`src/rtl/serial_word_assembler_pkg.sv`:
```
// Shared FSM state encodings and default sizing for the serial word assembler.
package serial_word_assembler_pkg;

  localparam int unsigned DEFAULT_WIDTH = 8;
  localparam int unsigned DEFAULT_CNT_W = 4;

  typedef enum logic {
    S_DATA   = 1'b0,
    S_PARITY = 1'b1
  } state_t;

endpackage

```
`src/rtl/serial_word_assembler_bit_counter.sv`:
```
// Data-bit counter for the serial word assembler; synchronous active-low clear,
// advances on enable and returns to zero when enabled at terminal count.
module serial_word_assembler_bit_counter
  import serial_word_assembler_pkg::*;
#(
  parameter int unsigned CNT_W = DEFAULT_CNT_W
) (
  input  logic             clock,
  input  logic             not_clear,
  input  logic             enable,
  input  logic             wrap,
  output logic [CNT_W-1:0] count
);

  logic [CNT_W-1:0] r_count;

  always_ff @(posedge clock) begin
    if (!not_clear) begin
      r_count <= '0;
    end else if (enable) begin
      r_count <= wrap ? '0 : r_count + 1'b1;
    end
  end

  assign count = r_count;

endmodule

```
`src/rtl/serial_word_assembler.sv`:
```
// Assembles MSB-first serial bits into WIDTH-bit words with valid/ready output,
// sticky overrun flag; optional even-parity frame bit under `PARITY_CHECK_EN.
module serial_word_assembler
  import serial_word_assembler_pkg::*;
#(
  parameter int unsigned WIDTH = DEFAULT_WIDTH,
  parameter int unsigned CNT_W = DEFAULT_CNT_W
) (
  input  logic             clock,
  input  logic             not_clear,
  input  logic             bit_in,
  input  logic             bit_valid,
  output logic [WIDTH-1:0] word_out,
  output logic             word_valid,
  input  logic             word_ready,
  output logic             overrun,
  output logic             parity_error
);

  state_t           r_state;
  logic [WIDTH-1:0] r_shift;
  logic [WIDTH-1:0] r_word;
  logic             r_valid;
  logic             r_ovr;
  logic             r_perr;

  logic [CNT_W-1:0] w_count;
  logic             w_last;
  logic             w_data_bit;
  logic             w_complete;
  logic [WIDTH-1:0] w_data_next;
  logic [WIDTH-1:0] w_frame_word;
  logic             w_frame_perr;

  assign w_last      = (w_count == CNT_W'(WIDTH - 1));
  assign w_data_bit  = bit_valid && (r_state == S_DATA);
  assign w_data_next = {r_shift[WIDTH-2:0], bit_in};

`ifdef PARITY_CHECK_EN
  // The parity bit is not shifted in; data already sits in r_shift.
  assign w_complete   = bit_valid && (r_state == S_PARITY);
  assign w_frame_word = r_shift;
  assign w_frame_perr = (^r_shift) ^ bit_in;
`else
  assign w_complete   = w_data_bit && w_last;
  assign w_frame_word = w_data_next;
  assign w_frame_perr = 1'b0;
`endif

  serial_word_assembler_bit_counter #(
    .CNT_W (CNT_W)
  ) u_bit_counter (
    .clock     (clock),
    .not_clear (not_clear),
    .enable    (w_data_bit),
    .wrap      (w_last),
    .count     (w_count)
  );

  always_ff @(posedge clock) begin
    if (!not_clear) begin
      r_state <= S_DATA;
      r_shift <= '0;
      r_word  <= '0;
      r_valid <= 1'b0;
      r_ovr   <= 1'b0;
      r_perr  <= 1'b0;
    end else begin
      if (w_data_bit) begin
        r_shift <= w_data_next;
      end

`ifdef PARITY_CHECK_EN
      if (w_data_bit && w_last) begin
        r_state <= S_PARITY;
      end else if (w_complete) begin
        r_state <= S_DATA;
      end
`else
      r_state <= S_DATA;
`endif

      // A completed word replaces the held one only if that one is free or leaving now.
      if (w_complete) begin
        if (!r_valid || word_ready) begin
          r_word  <= w_frame_word;
          r_valid <= 1'b1;
          r_perr  <= w_frame_perr;
        end else begin
          r_ovr   <= 1'b1;
        end
      end else if (word_ready) begin
        r_valid <= 1'b0;
      end
    end
  end

  assign word_out     = r_word;
  assign word_valid   = r_valid;
  assign overrun      = r_ovr;
  assign parity_error = r_perr;

endmodule

```
`config.mk`:
```
export PLATFORM = sky130hd
export DESIGN_NAME = serial_word_assembler
export DESIGN_NICKNAME = d
export VERILOG_FILES = /design/src/rtl/serial_word_assembler_pkg.sv /design/src/rtl/serial_word_assembler_bit_counter.sv /design/src/rtl/serial_word_assembler.sv
export SDC_FILE = /design/constraint.sdc
export NUM_CORES = 1
export LEC_CHECK = 0
export CAP_MARGIN = 5
export CORE_UTILIZATION = 45
export CTS_BUF_LIST = sky130_fd_sc_hd__clkbuf_2
export CTS_CLUSTER_DIAMETER = 80
export DETAILED_ROUTE_END_ITERATION = 16
export PLACE_DENSITY = 0.75
export SLEW_MARGIN = 0
export SYNTH_ARGS = -nofsm -noshare
export SYNTH_HDL_FRONTEND = slang
export SYNTH_SLANG_ARGS = --single-unit
```
`constraint.sdc`:
```
create_clock -name clock -period 1.2 [get_ports clock]
set_input_delay 0.36 -clock clock [delete_from_list [all_inputs] [get_ports clock]]
set_output_delay 0.36 -clock clock [all_outputs]
set_load 0.02 [all_outputs]
```
# Word-level counts from Yosys, hierarchy flattened
# Index checks and enable logic that the tools add are counted.
# totals
regBits,21
latch_bits,0
ram_bits,0
romBits,0
inputBits,5
out_inout_bits,11
wordCells,20
mem_count,0
# op_classes
n_addsub,1
multipliers,0
n_div,0
n_lt_le_gt_ge,0
n_eq_ne,2
n_shift,0
muxes,4
n_bitwise,1
n_reduce_logical,7
# op_table
operator,n
AND reduction 2 bit,3
"adder 4 x 1 -> 4 bit, second input constant",1
"== test 4 x 3 -> 1 bit, second input constant",1
two-way mux 4 bit,1
two-way mux 1 bit,3
"!= test 2 x 1 -> 1 bit, second input constant",1
nonzero test 2 bit,1
logical AND 1 bit,1
logical NOT 1 bit,1
logical OR 1 bit,1
NOT 1 bit,1

# Depth between registers and ports, before layout
# depth
ltp_word,4
depth_mapped,5
ltp_nobuf,4

# Cells and area by module
# A second synthesis with hierarchy kept.
# hier_totals
cells_unflattened,90
area_unflattened_um2,857.1
# by_module_without_submodules
mod,n_inst,cells_each,area_each_um2,seq_area_each_um2
serial_word_assembler,1,69,665.6,340.3
serial_word_assembler_bit_counter,1,21,191.4,80.1

# Worst setup path after synthesis
# Ideal clock, no wire load.
# synth_timing
path_kind,flip-flop to flip-flop
start,reg u_bit_counter.r_count[0] (netlist: u_bit_counter.count[0])
end,reg r_word[0] (netlist: word_out[0])
setup_ns,0.072
arrival_time_ns,1.123
required_ns,1.128
path_slack_ns,0.006
stages_incl_launch_ff,6
n_path_buf,1
period_less_slack_ns,1.194
cell_sequence,dfxtp_1 ha_1 nand4b_1 nor2b_1 buf_4 mux2i_1
# synth_via
elab_chain_len,3
# synth_rtl
element,line,text
from (decl),serial_word_assembler_bit_counter.sv:15,logic [CNT_W-1:0] r_count;
from (signal assigned),serial_word_assembler_bit_counter.sv:21,r_count <= wrap ? '0 : r_count + 1'b1;
== test 4 x 3 -> 1 bit,serial_word_assembler.sv:35,assign w_last = (w_count == CNT_W'(WIDTH - 1));
logical AND 1 bit,serial_word_assembler.sv:45,assign w_complete = w_data_bit && w_last;
AND reduction 2 bit (no line),--,
to (signal assigned),serial_word_assembler.sv:86,r_word <= w_frame_word;
to (decl),serial_word_assembler.sv:22,logic [WIDTH-1:0] r_word;
# No other way between the ends.
# A chain may end at the register's enable or synchronous reset.

# Worst setup path after layout
# layout_timing
start,reg u_bit_counter.r_count[0] (netlist: u_bit_counter.count[0])
end,reg r_word[4] (netlist: word_out[4])
# The elaborated chain is that of the path after synthesis.

==> summary.txt <==
Detailed routing
  – Routed wire length: 1670 um
  – WL/cell: 12.1 um
  – Post-DRT Antenna Nets: 0
  – WL met1: 752 um
  – Vias per Instance: 4.80
  – Met2 wire len: 858 um
  – Highest metal used: met4
  – DRC Markers: 0
  – Metal3 WL: 43 um
  – 1st-iter DRT viols: 10
  – Via count: roughly 660
  – Pre-antenna DRT Iters: 4

Worst setup path
  – Cell breakdown of the critical path: ha_4 > nand4b_1 > nor2b_1 > buf_6 > mux2i_1
  – Slowest CP cell: dfxtp_2
  – Max FO, Critical Path: 8
  – RR Endpoint: word_out[4]
  – Worst EP required: 1460 ps
  – Reg2Reg Setup Slack: -110 ps
  – Crit. End Element: flop
  – Crit Path Class: reg2reg
  – Start of the worst register-to-register path: u_bit_counter.count[0]
  – Slowest stage delay, CP: 410 ps
  – CP Launch Type: flop
  – FF-to-FF path depth: 5
  – Critical path arrival: around 1600 ps

Placement
  – Port bufs: 14
  – DP Area: 1080 sq um
  – Setup slack at placement: -418 ps
  – Dpl cells: 130
  – Detail Placement HPWL: 976 um
  – Final GP Congestion: ~0.73

Clock network
  – CTS tree: built
  – Cts-stage hold buffer count: 0
  – H-tree levels: 1
  – Clock Sinks: 21
  – Clock latency on the worst-skew pair: ~320 ps
  – CTS root buf: clkbuf_2
  – CTS Buf Count: 3
  – CTS clock-pin slew for the worst setup and hold paths: 200 ps
  – Clock Tree Buf Depth: 2

STA
  – RSZ-0062 raised after global routing: yes
  – # setup viols final: 9
  – Clock skew: 2.00 ps
  – Pins Over Slew Limit: 0
  – Crit path time final: 1310 ps
  – Setup slack after layout: -106 ps
  – Final period util: 1.09
  – Final hold violations: 0
  – Max Freq: 0.766 GHz

Outcome
  – Status: complete, but fails checks
  – Failing checks: setup timing

Hold path
  – Min-delay worst type: reg2reg
  – Hold EP: word_out[7]
  – Worst hold stages: 2
  – Hold Crit Start: r_shift[6]

Synth
  – Synth cell types: 20
  – Post-synthesis sequential area ratio: 0.492
  – Syn Nets: 92
  – Register bit count reported by yosys: 21
  – Syn Inst Count: 86
  – Mean Syn Cell Area: 9.94 sq um
  – Synth Cell Area: 855 sq um
  – Synthesis Warnings: 0

Die
  – Core region area: 1750 sq um
  – Chip width: 45.6 um
  – Die Span Y: ~46 um
  – Starting Density: 0.490
  – Io pins: 16
  – Core Rows: 15
  – Die area: 2080 sq um

Layout
  – Finished Layout Cells: 138
  – Fillers: around 140
  – Layout Area Growth over Synthesis: 41.3%
  – Area occupied by multi-input gates: 422 sq um
  – Nets: 120
  – # diodes: 0
  – Layout cells sized above 1: 0.407
  – Reg area: 439 sq um
  – Fin area: between 1000 and 1500 sq um

Global routing
  – Initial antenna violation count: 0
  – First-pass GRT wire length: 2660 um
  – Gr ovfl total: 0
  – Total global-route track usage: 0.181
  – Pin count of the biggest net entering global routing: 30
  – Vias in the first global route: 605

Power
  – PwrDens: 923 nW/um^2
  – LEAKAGE: 0.000481 uW
  – Worst vdd rail ir drop: 563 uV

Job
  – Number of max-cap violations: 0
[cell families after synthesis]
logic type | share of synthesized area
flip-flops | 0.492
AO/OA/AOI/OAI | 0.0351
multiplexers | 0.187
other | 0.00439
adder cells (fa/ha/maj) | 0.0146
AND/OR/NAND/NOR | 0.214
buffers and inverters | 0.0425
XOR/XNOR | 0.0103
[through the flow]
step	TNS (ps)	util	hold slack, ps	power (uW)
finish	-735	0.692	473	1110
floorplan	0	-	437	780
detailed placement	-7430	0.622	455	820
global route	-1680	0.692	496	1160
global placement	-6800	0.622	445	819
CTS	-351	0.660	472	1110
[repair_timing]
item / CTS / global route
setup endpoints to repair: 19 / 23
pin swaps: 1 / 5
buffers inserted: 3 / 2
resized for setup: 70 / 14
[state kept, by name (all words and copies together), names as in the netlist]
register and flops:
word_out 8, r_shift 7, u_bit_counter.count 4, overrun 1
word_valid 1
[critical path: cells and delay by family, from the launching register on]
kind	cells	cell delay (ps)
fa+ha+maj	1	140
buf+inv	1	180
mux	1	190
flops	1	410
simple gates	2	330
[synth_stat cells, drive strengths merged]
master | number | share of area
dfxtp | 21 | 0.49
nand2 | 18 | 0.079
mux2i | 16 | 0.19
nor2b | 9 | 0.066
buf | 5 | 0.038
a21boi | 3 | 0.026
nand2b | 2 | 0.015
nand3b | 2 | 0.018
and2 | 1 | 0.0073
clkbuf | 1 | 0.0044
conb | 1 | 0.0044
ha | 1 | 0.015
nand4 | 1 | 0.0073
nand4b | 1 | 0.010
nor2 | 1 | 0.0044
o21a | 1 | 0.0088
or3 | 1 | 0.0073
xnor2 | 1 | 0.010
[power breakdown]
group	total [uW]	internal (uW)	switching [uW]
sequential	717	708	9.56
clock	293	75.6	217
combinational	104	61.6	42.3
total	1110	845	269
[per-layer routing]
layer / GRT usage / vias up
met5: 0 / -
met1: 0.243 / 309
li1: - / 339
met2: 0.266 / 12
met3: 0.0357 / 2
met4: 0.109 / 0
[final cells by class]
type                       instances  area share
clock inverter                     1     0.00415
clock buffer                       3      0.0124
tap                               25      0.0259
sequential                        21       0.364
multi-input combinational         59       0.349
timing repair buffer              29       0.245
[worst max path at each step]
stage	from	endpoint	slack, ps	cells after the start
after floorplan	u_bit_counter.count[0]	word_out[0]	6	5
after global placement	bit_valid	word_out[1]	-340	5
after detailed placement	bit_valid	word_out[4]	-420	5
after CTS	u_bit_counter.count[1]	word_out[4]	-70	5
after global routing	u_bit_counter.count[1]	word_out[4]	-200	5
final	u_bit_counter.count[0]	word_out[4]	-110	5
[cell usage in the layout, fill, tap and decap left out]
cell             count
a21boi_0             1
a21boi_1             1
a21boi_2             1
and2_1               1
buf_12               1
buf_4               10
buf_6               14
clkbuf_2             3
clkdlybuf4s50_1      3
clkinv_2             1
conb_1               1
dfxtp_1              8
dfxtp_2             12
dfxtp_4              1
dlymetal6s2s_1       1
ha_4                 1
mux2i_1             16
nand2_1             18
nand2b_1             2
nand3b_1             2
nand4_1              1
nand4b_1             1
nor2_2               1
nor2b_1              9
o21a_1               1
or3_4                1
xnor2_1              1
No activity file was read; power rests on OpenSTA's default activity.
